$ cat src/rtl/word_packer.sv
// word_packer: gathers RATIO consecutive narrow words into one wide word.
// Valid/ready handshakes on both sides. One packed word is held in the
// output register while the next one assembles, so a continuous stream
// moves one narrow word per cycle.
// Optional feature macro: PACKER_FLUSH_EN enables the flush input, which
// pushes a partially filled word out (zero-filled, with out_count telling
// how many slots are valid). Without the macro the flush port is ignored.
module word_packer #(
  parameter int WORD_WIDTH_IN = 8,
  parameter int RATIO         = 4,
  parameter bit LSB_FIRST     = 1'b1,
  localparam int WORD_WIDTH_OUT = WORD_WIDTH_IN * RATIO,
  localparam int COUNT_WIDTH    = ($clog2(RATIO) < 1) ? 1 : $clog2(RATIO)
) (
  input  logic                      clock,
  input  logic                      reset_n,
  input  logic                      in_valid,
  output logic                      in_ready,
  input  logic [WORD_WIDTH_IN-1:0]  in_data,
  input  logic                      flush,
  output logic                      out_valid,
  input  logic                      out_ready,
  output logic [WORD_WIDTH_OUT-1:0] out_data,
  output logic [COUNT_WIDTH:0]      out_count
);

  localparam logic [COUNT_WIDTH-1:0] LAST_SLOT  = COUNT_WIDTH'(RATIO - 1);
  localparam logic [COUNT_WIDTH:0]   FULL_COUNT = (COUNT_WIDTH + 1)'(RATIO);

  // Map the running word count onto the physical slot it fills.
  function automatic logic [COUNT_WIDTH-1:0] slot_of(input logic [COUNT_WIDTH-1:0] cnt);
    logic [COUNT_WIDTH-1:0] slot;
    if (LSB_FIRST) begin
      slot = cnt;
    end else begin
      slot = LAST_SLOT - cnt;
    end
    return slot;
  endfunction

  // State registers
  logic [WORD_WIDTH_OUT-1:0] r_asm;
  logic [COUNT_WIDTH-1:0]    r_count;
  logic [WORD_WIDTH_OUT-1:0] r_out_data;
  logic [COUNT_WIDTH:0]      r_out_count;
  logic                      r_out_valid;
  logic                      r_in_ready;
  logic                      r_flush_pend;

  // Handshake and datapath helpers
  logic                      w_accept;
  logic                      w_consume;
  logic                      w_out_free;
  logic                      w_last;
  logic                      w_complete;
  logic [COUNT_WIDTH-1:0]    w_slot;
  logic [COUNT_WIDTH:0]      w_filled;
  logic [WORD_WIDTH_OUT-1:0] w_asm_merged;
  logic                      w_flush_go;
  logic                      w_flush_hold;

  // Next-state values
  logic [WORD_WIDTH_OUT-1:0] w_asm_nxt;
  logic [COUNT_WIDTH-1:0]    w_count_nxt;
  logic [WORD_WIDTH_OUT-1:0] w_out_data_nxt;
  logic [COUNT_WIDTH:0]      w_out_count_nxt;
  logic                      w_out_valid_nxt;
  logic                      w_in_ready_nxt;
  logic                      w_flush_pend_nxt;

  assign w_accept   = in_valid && r_in_ready;
  assign w_consume  = r_out_valid && out_ready;
  assign w_out_free = !r_out_valid || out_ready;
  assign w_last     = (r_count == LAST_SLOT);
  assign w_complete = w_accept && w_last;
  assign w_slot     = slot_of(r_count);

  // Number of slots holding data once this edge's word (if any) is in.
  always_comb begin
    if (w_accept) begin
      w_filled = {1'b0, r_count} + {{COUNT_WIDTH{1'b0}}, 1'b1};
    end else begin
      w_filled = {1'b0, r_count};
    end
  end

  // Assembly word with the incoming narrow word dropped into its slot.
  always_comb begin
    w_asm_merged = r_asm;
    for (int k = 0; k < RATIO; k++) begin
      if (w_accept && (w_slot == COUNT_WIDTH'(k))) begin
        w_asm_merged[k*WORD_WIDTH_IN +: WORD_WIDTH_IN] = in_data;
      end else begin
        w_asm_merged[k*WORD_WIDTH_IN +: WORD_WIDTH_IN] = r_asm[k*WORD_WIDTH_IN +: WORD_WIDTH_IN];
      end
    end
  end

`ifdef PACKER_FLUSH_EN
  logic w_flush_req;

  // A flush is taken alongside an accepted word, or on its own while a
  // partial word exists; once taken it stays pending until the output
  // register can take the partial word.
  always_comb begin
    if (r_flush_pend) begin
      w_flush_req = 1'b1;
    end else if (flush && r_in_ready && (w_accept || (r_count != {COUNT_WIDTH{1'b0}}))) begin
      w_flush_req = 1'b1;
    end else begin
      w_flush_req = 1'b0;
    end
  end

  assign w_flush_go   = w_flush_req && !w_complete && w_out_free &&
                        (w_filled != {(COUNT_WIDTH + 1){1'b0}});
  assign w_flush_hold = w_flush_req && !w_complete && !w_out_free &&
                        (w_filled != {(COUNT_WIDTH + 1){1'b0}});
`else
  logic w_unused_flush;

  assign w_unused_flush = flush;
  assign w_flush_go     = 1'b0;
  assign w_flush_hold   = 1'b0;
`endif

  // Next-state selection: complete word, flushed partial word, drain, or hold.
  always_comb begin
    w_asm_nxt        = w_asm_merged;
    w_count_nxt      = w_filled[COUNT_WIDTH-1:0];
    w_out_data_nxt   = r_out_data;
    w_out_count_nxt  = r_out_count;
    w_out_valid_nxt  = r_out_valid;
    w_flush_pend_nxt = w_flush_hold;
    if (w_complete) begin
      w_out_data_nxt   = w_asm_merged;
      w_out_count_nxt  = FULL_COUNT;
      w_out_valid_nxt  = 1'b1;
      w_asm_nxt        = {WORD_WIDTH_OUT{1'b0}};
      w_count_nxt      = {COUNT_WIDTH{1'b0}};
      w_flush_pend_nxt = 1'b0;
    end else if (w_flush_go) begin
      w_out_data_nxt   = w_asm_merged;
      w_out_count_nxt  = w_filled;
      w_out_valid_nxt  = 1'b1;
      w_asm_nxt        = {WORD_WIDTH_OUT{1'b0}};
      w_count_nxt      = {COUNT_WIDTH{1'b0}};
      w_flush_pend_nxt = 1'b0;
    end else if (w_consume) begin
      w_out_valid_nxt  = 1'b0;
    end else begin
      w_out_valid_nxt  = r_out_valid;
    end
  end

  // Registered ready: stall only when the last slot is next and the output
  // register will still be occupied, or while a flush waits for space.
  always_comb begin
    if (w_flush_pend_nxt) begin
      w_in_ready_nxt = 1'b0;
    end else if (w_out_valid_nxt && (w_count_nxt == LAST_SLOT)) begin
      w_in_ready_nxt = 1'b0;
    end else begin
      w_in_ready_nxt = 1'b1;
    end
  end

  // State update with asynchronous clear.
  always_ff @(posedge clock or negedge reset_n) begin
    if (!reset_n) begin
      r_asm        <= {WORD_WIDTH_OUT{1'b0}};
      r_count      <= {COUNT_WIDTH{1'b0}};
      r_out_data   <= {WORD_WIDTH_OUT{1'b0}};
      r_out_count  <= {(COUNT_WIDTH + 1){1'b0}};
      r_out_valid  <= 1'b0;
      r_in_ready   <= 1'b1;
      r_flush_pend <= 1'b0;
    end else begin
      r_asm        <= w_asm_nxt;
      r_count      <= w_count_nxt;
      r_out_data   <= w_out_data_nxt;
      r_out_count  <= w_out_count_nxt;
      r_out_valid  <= w_out_valid_nxt;
      r_in_ready   <= w_in_ready_nxt;
      r_flush_pend <= w_flush_pend_nxt;
    end
  end

  assign in_ready  = r_in_ready;
  assign out_valid = r_out_valid;
  assign out_data  = r_out_data;
  assign out_count = r_out_count;

endmodule
$ cat config.mk
export PLATFORM = sky130hd
export DESIGN_NAME = word_packer
export DESIGN_NICKNAME = d
export VERILOG_FILES = /design/src/rtl/word_packer.sv
export SDC_FILE = /design/constraint.sdc
export NUM_CORES = 1
export LEC_CHECK = 0
export CORE_MARGIN = 2
export CORE_UTILIZATION = 30
export DETAILED_ROUTE_END_ITERATION = 8
export PLACE_DENSITY = 0.63
export SYNTH_ARGS = -nofsm -noshare
export SYNTH_HDL_FRONTEND = slang
export SYNTH_SLANG_ARGS = --single-unit
export TNS_END_PERCENT = 5
$ cat constraint.sdc
create_clock -name clock -period 1.69 [get_ports clock]
set_clock_uncertainty 0.15 [all_clocks]
set_input_delay 0.2535 -clock clock [delete_from_list [all_inputs] [get_ports clock]]
set_output_delay 0.2535 -clock clock [all_outputs]
set_load 0.05 [all_outputs]
After elaboration in Yosys (flattened, before gate mapping)
Index checks and enable logic that the tools add are counted.

word-level totals
  flip-flop bits (word level) = 69
  input port bits = 13
  output and inout port bits = 37
  word-level logic and storage cells = 29

operators by class
  add/sub/neg operators = 1
  eq/ne operators = 4
  muxes and demuxes = 10
  reduce and logical (&&, ||, !) cells = 8

operators by type and width
  cell                                            count
  2-to-1 mux 32 bit                               1
  2-to-1 mux 8 bit                                4
  logical AND 1 bit                               7
  == test 2 bit (second input constant)           3
  2-to-1 mux 2 bit                                2
  2-to-1 mux 1 bit                                3
  adder 2 x 1 -> 2 bit (second input constant)    1
  == test 2 x 1 -> 1 bit (second input constant)  1
  zero test 2 bit                                 1

Longest topological paths before layout
Gate-level depths: netlist of the first run.

  word-level depth = 6
  gate-level depth with buffers = 6
  gate-level depth less buffers = 5

Worst setup path before layout of the first run
No wires, ideal clock.

  path kind = register to register
  from = reg r_in_ready, in the netlist in_ready
  to = reg r_out_data[16], in the netlist out_data[16]
  setup time = 134 ps
  arrival = 1,344 ps
  data required time = 1,406 ps
  path slack = 62 ps
  cell stages (with the launch flop) = 7
  buffers on the path = 3
  clock period less this slack = 1,628 ps
  cell sequence = dfstp_2 buf_4 nand3_2 buf_6 buf_6 nand2_1 o21ai_0

on the way
  longest elaborated chain between the ends = 3
  elaborated cells on any way between the ends = 4
  those cells by class = 1 x mux; 3 x reduce/logical

RTL lines
  element                 line  text
  start, declared         47    logic r_in_ready;
  start signal, assigned  184   r_in_ready <= w_in_ready_nxt;
  logical AND 1 bit (*)   71    assign w_accept = in_valid && r_in_ready;
  logical AND 1 bit       91    if (w_accept && (w_slot == COUNT_WIDTH'(k))) begin
  2-to-1 mux 8 bit        91
  end signal, assigned    173   r_out_data <= {WORD_WIDTH_OUT{1'b0}};
  end signal, assigned    181   r_out_data <= w_out_data_nxt;
  end, declared           44    logic [WORD_WIDTH_OUT-1:0] r_out_data;

Mark *: on every way between the ends. The rest lies on a longest branch, timed or not.
A chain may end at the register's enable or synchronous reset.

Worst setup path in the final report of the first run
  from = reg r_count[0]
  to = reg r_asm[5]

on the way
  longest elaborated chain between the ends = 4
  elaborated cells on any way between the ends = 6
  those cells by class = 1 x eq/ne; 2 x mux; 3 x reduce/logical

RTL lines
  element                 line  text
  start, declared         43    logic [COUNT_WIDTH-1:0] r_count;
  start signal, assigned  172   r_count <= {COUNT_WIDTH{1'b0}};
  start signal, assigned  180   r_count <= w_count_nxt;
  zero test 2 bit         91
  logical AND 1 bit       91
  2-to-1 mux 8 bit        91
  2-to-1 mux 32 bit (*)   135   if (w_complete) begin
  net w_asm_nxt[5]        63    logic [WORD_WIDTH_OUT-1:0] w_asm_nxt;
  end signal, assigned    171   r_asm <= {WORD_WIDTH_OUT{1'b0}};
  end signal, assigned    179   r_asm <= w_asm_nxt;
  end, declared           42    logic [WORD_WIDTH_OUT-1:0] r_asm;

Mark *: on every way through the listed nets, which the timed path passes. The rest lies on a longest branch.

==> flow_summary.ini, run 1 <==
[outcome]
status = finished clean

[critical_path]
setup.worst_path.class = flip-flop to flip-flop
reg2reg_depth = 5
required_ns = 1.75
cpPeakStageDelay_ns = 0.45
reg2reg_to = r_asm[5]
startpoint_type = flip-flop
worstPathCellList = inv_1 > ha_1 > nand3_2 > mux2i_1 > nor2_1
r2r_start = r_count[0]
crit_end = r_asm[5]
slowest_stage = dfrtp_1
r2r_setup_slack_ns = 0.05
cp_max_fo = 8
cp-startpoint = r_count[0]
end_kind = flip-flop
arrival_ns = 1.70

[drt]
routedWlPerCell_um = 13.7
wl_met2_um = 2640
via_per_inst = 4.43
wl_um = 5600
final_antenna_net_count = 0
top_layer = met4
drc = 0
vias = 1812
drt-pass1-iter-count = 4
initialDrtViolationCount = 61
wl_met3_um = 295
wl_met1_um = 2610

[global_route]
track_usage_pct = 11.8
grt_pass1_vias = 1796
grt_overflow = 0
antenna_found_initial = 0
grt_max_degree = 62
grt_pass1_wl_um = 9020

[yosys]
synth_mux_area_share_pct = 17.8
yosys.area_share.simple_pct = 12.8
synth_compound_area_share_pct = 5.56
synth_top_family_by_area = multiplexers
synth_xor_xnor_area_share_pct = 0
synth-seq-cells = 61
syn_area_mm2 = 0.00277
synth-adder-area-share_pct = 1.81
ys_seq_area_share_pct = 55.1
synth_cells = 247
yosys_warnings = 0
syn_area_per_cell_um2 = 11.2
synth.distinct_cells = 19

[timing]
max_freq_mhz = 611
finalSetupTns_ns = 0
drv_slew = 0
grt_setup_unrepaired = true
period_minus_slack_ns = 1.64
whs_ns = 0.308
layout_setup_ws_ns = 0.0522
hold_violations = 0
setup_viol = 0
timing.final.crit_share_pct = 96.9

[placement]
dp.cells = 394
numPortBuffers = 46
gp_congestion = 0.678
place_ws_ns = -0.122
dpl.hpwl_um = 3770

[clock_tree]
cts_tree = yes
post-cts-setup-buffers = 0
htreeDepth = 3
cts-root-buf = clkbuf_8
clock_latency_ns = 0.33
cts_max_path_buffers = 2
cts.clk_slew.worst_paths_ns = 0.06
numCtsBuffers = 9
cts_sinks = 61

[layout]
final_common_cell = dfrtp_1
fillers = 898
mostFrequentLayoutCells = 60 x dfrtp_1, 50 x nand2_1, 47 x mux2i_1, 30 x buf_4, 25 x nor2_1
stdcell_count = 409
antenna_cells = 0
nets = 312
multi_input_area_mm2 = 0.00108
ff_latch_area_mm2 = 0.00153
drive_gt1_share_pct = 23.2
syn2layout_area_growth_pct = 27.1

[floorplan]
die-area_mm2 = 0.0100
core_area_mm2 = 0.00911
rows = 35
fp.dieH_um = 100
die_w_um = 100
start_util_pct = 30.4
io_pins = 50

[pwr]
power.density_mw_per_mm2 = 2120
ir_drop_mv = 0.778
total_power_mw = 7.47
leakagePower_nw = 1.80

[worst_hold_path]
worstHoldPathType = input port to async pin

[job]
cap_viol_max_count = 0
[state kept, by name, indices dropped and copies added, names as in the netlist]
signal	count
out_data	32
r_asm	24
r_count	2
in_ready	1
out_count	1
out_valid	1
[worst min path at each step]
stage,start,end,slack [ns],cells past startpoint
floorplan,reset_n,out_count[2],-0.19,0
global placement,reset_n,out_data[9],0.14,2
detailed placement,reset_n,out_data[8],0.14,2
CTS,reset_n,out_data[8],0.31,3
global route,reset_n,out_data[8],0.33,3
finish,reset_n,out_data[8],0.31,3
[power breakdown]
| group | total [mW] | switching [mW] | leakage [nW] | internal, mW |
|---|---|---|---|---|
| registers | 2.48 | 0.392 | 0.770 | 2.09 |
| logic | 3.80 | 2.35 | 0.933 | 1.45 |
| clock network | 1.19 | 0.513 | 0.0974 | 0.674 |
[through the flow]
stage / utilization (%) / instance area [um^2]
finish: 38.6 / 3520
global route: 38.6 / 3520
CTS: 38.4 / 3500
detailed placement: 36.3 / 3310
global placement: 36.3 / 3310
floorplan: - / 2770
[area by class of cell]
class	instances	share of cell area (%)
Clock inverter	1	0.142
Clock buffer	13	5.08
Tap cell	111	3.95
Timing Repair Buffer	54	16.5
Sequential cell	61	43.4
Inverter	3	0.320
Multi-Input combinational cell	166	30.6
[timing repair]
| item | in CTS | in global routing |
|---|---|---|
| endpoints found under the hold margin | 60 | 0 |
| resized for setup | 0 | 3 |
| hold buffers | 1 | 0 |
| endpoints found under the setup margin | 0 | 12 |
[layer usage]
| layer | track usage (%) | vias to the layer above |
|---|---|---|
| met2 | 18.8 | 45 |
| met5 | 0 | - |
| met1 | 15.0 | 851 |
| met4 | 2.85 | 0 |
| li1 | - | 909 |
| met3 | 5.15 | 7 |
[critical path: cells and delay by family, from the launching register on]
kind	cells	cell delay [ns]
flops	1	0.45
fa+ha+maj	1	0.19
mux	1	0.27
simple gates	2	0.35
buf+inv	1	0.12
[Yosys cell counts (all sizes together)]
cell type  number  area [um^2]
clkbuf          2         7.51
dfstp           1         26.3
dfrtp          60         1500
nand3           4         40.0
mux2            1         11.3
o21ai          27          154
mux2i          48          480
buf            16          169
and3            2         12.5
conb            1         3.75
nor4b           1         8.76
inv             3         11.3
nand2b          2         12.5
nor2           25         93.8
nand2          50          188
ha              4         50.1
[kinds of logic after synthesis]
family | count (synthesis)
multiplexers | 49
adder cells (fa/ha/maj) | 4
buffers and inverters | 21
other | 1
AO/OA/AOI/OAI | 27
AND/OR/NAND/NOR | 84
flip-flops | 61
Note: power is estimated with default switching activity, not from simulation.
==> run 2: changes to the inputs <==
--- a/config.mk
+++ b/config.mk
@@ -5,10 +5,11 @@
 export SDC_FILE = /design/constraint.sdc
 export NUM_CORES = 1
 export LEC_CHECK = 0
+export ABC_CLOCK_PERIOD_IN_PS = 1690
 export CORE_MARGIN = 2
-export CORE_UTILIZATION = 30
+export CORE_UTILIZATION = 45
 export DETAILED_ROUTE_END_ITERATION = 8
-export PLACE_DENSITY = 0.63
+export PLACE_DENSITY = 0.82
 export SYNTH_ARGS = -nofsm -noshare
 export SYNTH_HDL_FRONTEND = slang
 export SYNTH_SLANG_ARGS = --single-unit
==> run 2 against run 1 <==
- critical path depth is the same
- wire length decreased by 5.6%
- non-clock buffer count increased by 1
- critical path type unchanged
- largest power group unchanged
==> flow_summary.ini, run 2 (synthesis gave the netlist of run 1 again) <==
[drt]
via_per_inst = 4.94
initialDrtViolationCount = 110
vias = 1857
drc = 0
drt-pass1-iter-count = 4
routedWlPerCell_um = 14.1
wl_um = 5290
final_antenna_net_count = 0

[timing]
whs_ns = 0.323
hold_violations = 0
max_freq_mhz = 619
period_minus_slack_ns = 1.62
setup_viol = 0
layout_setup_ws_ns = 0.0741
timing.final.crit_share_pct = 95.6
finalSetupTns_ns = 0
drv_slew = 0
grt_setup_unrepaired = true

[clock_tree]
cts-root-buf = clkbuf_8
cts_max_path_buffers = 2
cts_tree = yes
clock_latency_ns = 0.33
numCtsBuffers = 9
post-cts-setup-buffers = 0
htreeDepth = 3
cts_sinks = 61
cts.clk_slew.worst_paths_ns = 0.06

[pwr]
leakagePower_nw = 1.78
ir_drop_mv = 1.16
power.density_mw_per_mm2 = 2150

[placement]
dp.cells = 359
gp_congestion = 0.736
numPortBuffers = 46
place_ws_ns = -0.0997
dpl.hpwl_um = 3630

[global_route]
track_usage_pct = 17.5
grt_max_degree = 62
grt_overflow = 0
antenna_found_initial = 0
grt_pass1_vias = 1812
grt_pass1_wl_um = 8750

[layout]
syn2layout_area_growth_pct = 23.6
largest_reg_flops = 32
nets = 313
antenna_cells = 0
stdcell_count = 376
final_common_cell = dfrtp_1
mostFrequentLayoutCells = 60 x dfrtp_1, 50 x nand2_1, 47 x mux2i_1, 34 x buf_4, 25 x nor2_1
drive_gt1_share_pct = 22.6

[critical_path]
r2r_start = r_count[0]
startpoint_type = flip-flop
setup.worst_path.class = flip-flop to flip-flop
end_kind = flip-flop
cp_max_fo = 8
arrival_ns = 1.67
required_ns = 1.74
cp-startpoint = r_count[0]

[floorplan]
rows = 28
die_w_um = 82.5
core_area_mm2 = 0.00592
die-area_mm2 = 0.00680
start_util_pct = 46.8
fp.dieH_um = 82.5
io_pins = 50

[outcome]
status = finished clean

[worst_hold_path]
worstHoldPathType = input port to async pin

[job]
cap_viol_max_count = 0
## run 2: layout make-up
cell class | instances | area (um^2)
clock buffers | 15 | 166
flip-flops and latches | 61 | 1530
inverters | 3 | 11.3
fillers | 521 | 2500
clock inverters | 1 | 5.00
multi-input cells | 166 | 1070
repair buffers | 55 | 551
well taps | 75 | 93.8
## run 2: stage by stage
step	cell area, um^2	power [mW]	utilization [%]
3_5_place_dp	3230	6.26	54.6
6_report	3420	7.35	57.8
2_1_floorplan	2770	5.13	-
4_1_cts	3410	7.41	57.7
5_1_grt	3420	7.82	57.8
3_3_place_gp	3230	6.14	54.6
## run 2: what timing repair did
action,CTS,global route
hold buffers,1,0
hold endpoints to repair,60,0
setup endpoints to repair,0,7
gates resized for setup,0,2
## run 2: power by group
group	internal [mW]	switching (mW)	total, mW
combinational	1.41	2.32	3.73
sequential	2.09	0.394	2.49
clock	0.613	0.520	1.13
total	4.12	3.23	7.35
## run 2: routing by layer
layer / vias up / wire length (um) / global-route usage, %
li1: 917 / - / -
met4: 0 / 85 / 8.00
met1: 885 / 2360 / 22.6
met3: 8 / 230 / 3.48
met2: 47 / 2610 / 28.3
met5: - / 0 / 0
## run 2: worst max-delay path, stage by stage, from the launching register on
cell	delay (ns)
dfrtp_1	0.46
inv_1	0.11
ha_1	0.22
buf_4	0.22
mux2i_1	0.23
o21ai_0	0.10
## run 2: worst paths after layout
kind	endpoint	slack [ns]	cells past startpoint
min in group clock	out_data[15]	0.33	2
worst min-delay path	out_data[0]	0.32	3
worst min register to register	out_data[15]	0.33	2
worst max register to register	out_data[7]	0.07	5
max in group asynchronous	in_ready	0.78	3
worst max-delay path	out_data[7]	0.07	5
